## src/rtl/seg7_scan_decoder.sv

```systemverilog
// Watches a multiplexed 7-segment bus and reconstructs the BCD digit shown on each position.
// Captures a digit once per stable period and pulses frame when every position has been refreshed.
module seg7_scan_decoder #(
    parameter int unsigned NDIG   = 4,
    parameter int unsigned STABLE = 4,
    parameter int unsigned CW     = 3
) (
    input  logic              clk,
    input  logic              reset,
    input  logic [0:6]        seg,
    input  logic [NDIG-1:0]   an,
    output logic [4*NDIG-1:0] bcd,
    output logic [NDIG-1:0]   err,
    output logic              frame
);

    localparam int unsigned SW = NDIG + 7;
    localparam int unsigned BW = 4 * NDIG;

    logic [SW-1:0]   samp_q, samp_d;
    logic [CW-1:0]   cnt_q, cnt_d;
    logic            captured_q, captured_d;
    logic [NDIG-1:0] seen_q, seen_d;
    logic [BW-1:0]   bcd_q, bcd_d;
    logic [NDIG-1:0] err_q, err_d;
    logic            frame_q, frame_d;

    logic [NDIG-1:0] held_an;
    logic [6:0]      held_seg;
    logic            change;
    logic            onehot;
    logic            cap;
    logic [4:0]      dec;

    // Pattern abcdefg (a in bit 6) -> {invalid, digit}; invalid patterns read back as 4'hF.
    function automatic logic [4:0] decode(input logic [6:0] p);
        case (p)
            7'b1111110: return 5'h00;
            7'b0110000: return 5'h01;
            7'b1101101: return 5'h02;
            7'b1111001: return 5'h03;
            7'b0110011: return 5'h04;
            7'b1011011: return 5'h05;
            7'b1011111: return 5'h06;
            7'b1110000: return 5'h07;
            7'b1111111: return 5'h08;
            7'b1111011: return 5'h09;
            default:    return 5'h1F;
        endcase
    endfunction

    assign held_an  = samp_q[SW-1:7];
    assign held_seg = samp_q[6:0];
    assign onehot   = (held_an != '0) && ((held_an & (held_an - NDIG'(1))) == '0);
    assign dec      = decode(held_seg);

    // Stability tracking, single capture per stable period, frame bookkeeping.
    always_comb begin
        samp_d     = {an, seg};
        change     = (samp_d != samp_q);
        cnt_d      = cnt_q;
        captured_d = captured_q;
        seen_d     = seen_q;
        bcd_d      = bcd_q;
        err_d      = err_q;
        frame_d    = 1'b0;
        cap        = 1'b0;

        if (change) begin
            cnt_d      = '0;
            captured_d = 1'b0;
        end else begin
            if (cnt_q != CW'(STABLE - 1)) begin
                cnt_d = cnt_q + CW'(1);
            end
            cap = (cnt_d == CW'(STABLE - 1)) && onehot && !captured_q;
        end

        if (cap) begin
            captured_d = 1'b1;
            for (int unsigned i = 0; i < NDIG; i++) begin
                if (held_an[i]) begin
                    bcd_d[4*i +: 4] = dec[3:0];
                    err_d[i]        = dec[4];
                end
            end
            seen_d = seen_q | held_an;
            // The capture completing the frame does not carry into the next one.
            if (&seen_d) begin
                frame_d = 1'b1;
                seen_d  = '0;
            end
        end
    end

    always_ff @(posedge clk or posedge reset) begin
        if (reset) begin
            samp_q     <= '0;
            cnt_q      <= '0;
            captured_q <= 1'b0;
            seen_q     <= '0;
            bcd_q      <= '0;
            err_q      <= '0;
            frame_q    <= 1'b0;
        end else begin
            samp_q     <= samp_d;
            cnt_q      <= cnt_d;
            captured_q <= captured_d;
            seen_q     <= seen_d;
            bcd_q      <= bcd_d;
            err_q      <= err_d;
            frame_q    <= frame_d;
        end
    end

    assign bcd   = bcd_q;
    assign err   = err_q;
    assign frame = frame_q;

endmodule

```

## config.mk

```make
export PLATFORM = sky130hd
export DESIGN_NAME = seg7_scan_decoder
export DESIGN_NICKNAME = d
export VERILOG_FILES = /design/src/rtl/seg7_scan_decoder.sv
export SDC_FILE = /design/constraint.sdc
export NUM_CORES = 1
export LEC_CHECK = 0
export CORE_ASPECT_RATIO = 2
export CORE_MARGIN = 2
export CORE_UTILIZATION = 45
export CTS_CLUSTER_SIZE = 25
export DETAILED_ROUTE_END_ITERATION = 16
export GPL_TIMING_DRIVEN = 0
export PLACE_DENSITY = 0.78
export SLEW_MARGIN = 20
export SYNTH_ARGS = -nofsm -noshare
export SYNTH_HDL_FRONTEND = slang
export SYNTH_SLANG_ARGS = --single-unit
```

## constraint.sdc

```tcl
create_clock -name clk -period 1.7 [get_ports clk]
set_clock_uncertainty 0.05 [all_clocks]
set_input_delay 0.34 -clock clk [delete_from_list [all_inputs] [get_ports clk]]
set_output_delay 0.34 -clock clk [all_outputs]
set_load 0.01 [all_outputs]
```

[Word-level counts from Yosys, hierarchy flattened]
Cells that the tools add are included.
Cells by class
  $add $sub $neg: 2
  equality and inequality tests: 13
  mux-type cells: 10
  bitwise operators: 2
  reduce and logical (&&, ||, !) cells: 12
Operator list (number)
  $eq 7x7->1 const B: 8
  $pmux 5 s10: 1
  $eq 7x6->1 const B: 2
  $ne 11x11->1: 1
  $mux 3: 3
  $reduce_and 2->1: 4
  $mux 1: 5
  $and 4x4->4: 1
  $logic_not 4->1: 1
  $mux 4: 1
  $or 4x4->4: 1
  $reduce_and 4->1: 1
  $reduce_bool 4->1: 1
  $sub 4x1->4 const B: 1
  $add 3x1->3 const B: 1
  $eq 3x2->1 const B: 1
  $logic_and 1x1->1: 3
  $ne 3x2->1 const B: 1
  $reduce_bool 2->1: 1
  $logic_not 1->1: 1
Storage, ports and cells
  flip-flop bits (word level): 40
  input bits: 13
  logic and storage cells: 52

[Logic depth before layout (Yosys ltp)]
Gate-level depths: netlist (run 1).
  depth in word-level cells: 8
  gate-level depth with buffers: 6
  mapped depth without buffers: 6

[Worst setup path after synthesis (run 1)]
No wires, ideal clock.
  path kind: flip-flop to flip-flop
  start point: register cnt_q[0]
  end point: register bcd_q[0] (netlist: bcd[0])
  setup time: 0.125 ns
  arrival: 1.725 ns
  data required time: 1.525 ns
  slack: -0.199 ns
  stages on the path, launching flop included: 7
  path buffers: 0
  clock period less this slack: 1.899 ns
  path through: dfrtp_1 -> ha_1 -> nor2b_1 -> a32o_1 -> o2111a_2 -> nand3_2 -> mux2_2
Between the ends
  longest elaborated chain between the ends: 8
  elaborated cells between the ends (all ways): 9
RTL lines
  start: declaration: RTL line 21  | logic [CW-1:0] cnt_q, cnt_d;
  start signal: assignment: RTL line 107  | cnt_q <= cnt_d;
  $add 3x1->3 or $ne 3x2->1 (tied branches): RTL line 74, 73
  $mux 3 (*): RTL line 73  | if (cnt_q != CW'(STABLE - 1)) begin
  $mux 3 (*): RTL line 69  | if (change) begin
  $eq 3x2->1 (*): RTL line 76  | cap = (cnt_d == CW'(STABLE - 1)) && onehot && !captured_q;
  $logic_and 1x1->1 (*) (2 in a row): RTL line 76
  $mux 1 (*): RTL line 69
  $reduce_and 2->1 (no source line) (*)
  end signal: assignment: RTL line 102  | bcd_q <= '0;
  end signal: assignment: RTL line 110  | bcd_q <= bcd_d;
  end: declaration: RTL line 24  | logic [BW-1:0] bcd_q, bcd_d;
Every way passes the cells marked *; elsewhere a longest branch is shown, timed or not. The select of a mux whose other input is x is not followed.
A chain may end at the register's enable or synchronous reset.

[Worst setup path in the final report (run 1)]
  start point: register cnt_q[0]
  end point: register seen_q[2]
Between the ends
  longest elaborated chain between the ends: 7
  elaborated cells between the ends (all ways): 8
RTL lines
  $add 3x1->3 or $ne 3x2->1 (tied branches): RTL line 74, 73
  $mux 3 (*): RTL line 73
  $mux 3 (*): RTL line 69
  $eq 3x2->1 (*): RTL line 76
  $logic_and 1x1->1 (*) (2 in a row): RTL line 76
  $mux 1 (*): RTL line 69
  end signal: assignment: RTL line 109  | seen_q <= seen_d;
  end: declaration: RTL line 23  | logic [NDIG-1:0] seen_q, seen_d;
Marked as above.

==> results of run 1 <==
-- cell usage in the layout (no fill, tap or decap), drive strengths merged, types with 2 or more instances in the layout --
cell,netlist,layout
nand2b,2,2
dlymetal6s2s,0,3
dfrtp,40,40
nor4,5,5
nor2b,2,2
nor3,3,3
mux2i,2,2
mux2,20,20
buf,3,13
clkbuf,1,6
a21boi,5,5
nand2,4,4
nand3,7,7
xnor2,14,14
a21oi,2,2
o22ai,3,3
inv,7,7
clkdlybuf4s50,0,30
nor2,6,6
nand4,2,2
-- synthesized netlist by cell type (2+ instances only) --
cell / n
dfrtp_1: 40
mux2_2: 20
xnor2_1: 14
inv_1: 7
nor2_1: 6
a21boi_0: 5
nor4_1: 5
nand2_1: 4
nand3_2: 4
buf_2: 3
nand3_1: 3
o22ai_1: 3
a21oi_1: 2
mux2i_1: 2
nand2b_1: 2
nand4_1: 2
nor2b_1: 2
nor3_1: 2
-- power breakdown --
part	leakage (nW)	switching, mW	internal (mW)
clock network	0.0414	0.334	0.292
logic	0.587	0.0776	0.0758
registers	0.507	0.0237	0.965
total	1.14	0.436	1.33
-- critical path: stages (launching register included) --
cell and delay (ps):
dfrtp_2 430, ha_4 270, nor2b_4 120, a32o_2 150, o2111a_2 350, buf_4 160, buf_6 80, nand3_2 90
a21boi_0 150
-- cells by family (layout without fill, tap and decap cells) --
kind of cell | after synthesis | after routing
DFF | 40 | 40
and+or+nand+nor | 35 | 35
muxes | 22 | 22
AOI/OAI and AO/OA | 19 | 19
xor gates and xnor gates | 15 | 15
buffers and inverters | 11 | 61
adders and majority gates | 1 | 1
-- sequential cells by signal, indices dropped and copies added, names as in the netlist --
name        cells
bcd            16
samp_q         11
err             4
seen_q          4
cnt_q           3
captured_q      1
frame           1
-- metal layers --
metal / GRT usage / wire length [um] / up-vias
met5: 0 / 0 / -
met2: 0.3642 / 2413 / 38
li1: - / - / 605
met3: 0.04633 / 144 / 8
met1: 0.1987 / 1559 / 661
met4: 0.07857 / 91 / 0
-- worst min path at each step --
stage,from,endpoint,slack [ps],cells after the start
after CTS,reset,bcd[10]$_DFFE_PP0P_,350,2
after floorplan,seg[6],samp_q[0]$_DFF_PP0_,320,0
after detailed placement,bcd[4]$_DFFE_PP0P_,bcd[4]$_DFFE_PP0P_,450,1
after global placement,bcd[7]$_DFFE_PP0P_,bcd[7]$_DFFE_PP0P_,440,1
after global routing,seg[3],samp_q[3]$_DFF_PP0_,180,1
final,seg[3],samp_q[3]$_DFF_PP0_,190,1
-- per-stage QoR --
stage               worst slack (ps)  instance area, sq um  utilization
floorplan                     -144.8                  1868            -
global placement              -748.8                  2262       0.5885
detailed placement            -790.5                  2290       0.5957
CTS                           -291.1                  2439       0.6344
global route                  -339.1                  2512       0.6536
finish                        -261.2                  2512       0.6536
-- cell type report --
type | instances | area (sq um) | share of cell area
multi-input cells | 92 | 853.3 | 0.3396
repair buffers | 43 | 449.2 | 0.1788
clock buffers | 6 | 72.57 | 0.02888
inverters | 7 | 26.28 | 0.01046
plain buffers | 3 | 23.77 | 0.009462
flip-flops and latches | 40 | 1007 | 0.4009
clock inverters | 2 | 16.27 | 0.006474
well taps | 51 | 63.81 | 0.02540
-- repair_timing --
item	4_1_cts	5_1_grt
pin swaps	9	6
gates resized for setup	7	13
setup endpoints to repair	27	27
buffers inserted	5	4
==> flow_metrics.tcl, run 1 <==
set metrics [dict create \
    slew_headroom 0.6294 \
    drcViolationCount 0 \
    clkTransAtPathRegs_ps 80 \
    holdCritPathClass "primary input to flop" \
    rrSetupSlack_ps -260 \
    grt_use_total 0.1931 \
    post_synth_num_cell_types 35 \
    drv_slew 0 \
    yosys.area.top_type "dfrtp_1" \
    vias 1312 \
    setup_viol 25 \
    die_h_um 93.30 \
    p_per_area_nw_per_um2 703.8 \
    synth_warnings 0 \
    place_inst 228 \
    critPathLaunchType "flop" \
    io-pin-count 34 \
    synth-simple-area-share 0.1206 \
    antenna_found_initial 0 \
    cts_tree "yes" \
    fill_cells 296 \
    fin_nets 206 \
    leakage_nw 1.135 \
    drive_above_1_share 0.3264 \
    startpoint "cnt_q[0]$_DFF_PP0_" \
    grt_max_degree 22 \
    die_w_um 48.65 \
    cap_viol_max_count 0 \
    period_needed_ps 1961 \
    synth_edf_count 0 \
    period_share 1.154 \
    ctsHoldBuffers 0 \
    clk_latency_ps 290 \
    synthXorXnorAreaFrac 0.07322 \
    area.growth.synth_to_final_pct 40.03 \
    core_area_sq_um 3844 \
    path_max_fanout 5 \
    ys_async_sr_fraction 1.000 \
    r2r_end "seen_q[2]$_DFFE_PP0P_" \
    ys_seq_area_frac 0.5579 \
    n_antenna_cell 0 \
    status "finished, violations left" \
    tightest_slew_ps 551.1 \
    holdWs_ps 186.1 \
    synth_fa_ha_area_frac 0.006974 \
    cts.sinks 40 \
    irDropWorstVdd_uv 626.1 \
    netlist_area_sq_um 1794 \
    total_power_mw 1.768 \
    setup_tns_ps -5994 \
    grt_pass1_vias 1388 \
    drtAntennaViolNets 0 \
    max_freq_ghz 0.5099 \
    rr_worst_depth 8 \
    grt_overflow 0 \
    num_rows 32 \
    stdcell_count 244 \
    hold_violations 0 \
    initial_core_util 0.4668 \
    syn-mean-instance-area_sq_um 12.55 \
    rsz0062_at_grt "true" \
    cts_buffer_depth 2 \
    dp_hpwl_mm 3.051 \
    dieArea_sq_um 4539 \
    firstDrtPassIters 4 \
    wl_mm 4.208 \
    htree_levels 2 \
    endpoint_kind "flop" \
    yosys-top-cells-area "dfrtp_1, mux2_2, xnor2_1" \
    syn_nets 157 \
    critPathKind "flop to flop" \
    endpoint "seen_q[2]$_DFFE_PP0P_" \
    port_buffers 33 \
    synth.mux.area_fraction 0.1367 \
    worstPathArrival_ps 2090 \
    required_ps 1830 \
    synth_top_family_by_area "multiplexers" \
    rr_startpoint "cnt_q[0]$_DFF_PP0_" \
    synth_compound_area_frac 0.07950 \
    vias_per_cell 5.377 \
    finalWorstSetupSlack_ps -261.2 \
    violations "negative setup slack" \
    globalplace.congestion 0.8449 \
    ys.flop_type "dfrtp_1" \
    syn_inst 143 \
    yosys_register_bits 40 \
    drtIter0Drc 21 \
    grt_first_pass_wirelength_mm 6.603 \
    cts-root-buf "clkbuf_8" \
    wl_per_cell_um 17.25 \
    cts_buffers 5 \
    synth_top_area_share 0.5579 \
]
Note: power is estimated with default switching activity, not from simulation.
==> run 2: changes to the inputs <==
--- a/config.mk
+++ b/config.mk
@@ -8,6 +8,7 @@
 export CORE_ASPECT_RATIO = 2
 export CORE_MARGIN = 2
 export CORE_UTILIZATION = 45
+export CTS_CLUSTER_DIAMETER = 30
 export CTS_CLUSTER_SIZE = 25
 export DETAILED_ROUTE_END_ITERATION = 16
 export GPL_TIMING_DRIVEN = 0
==> results of run 2 <==
No change in the layout: final DEF, timing and power equal those of run 1.
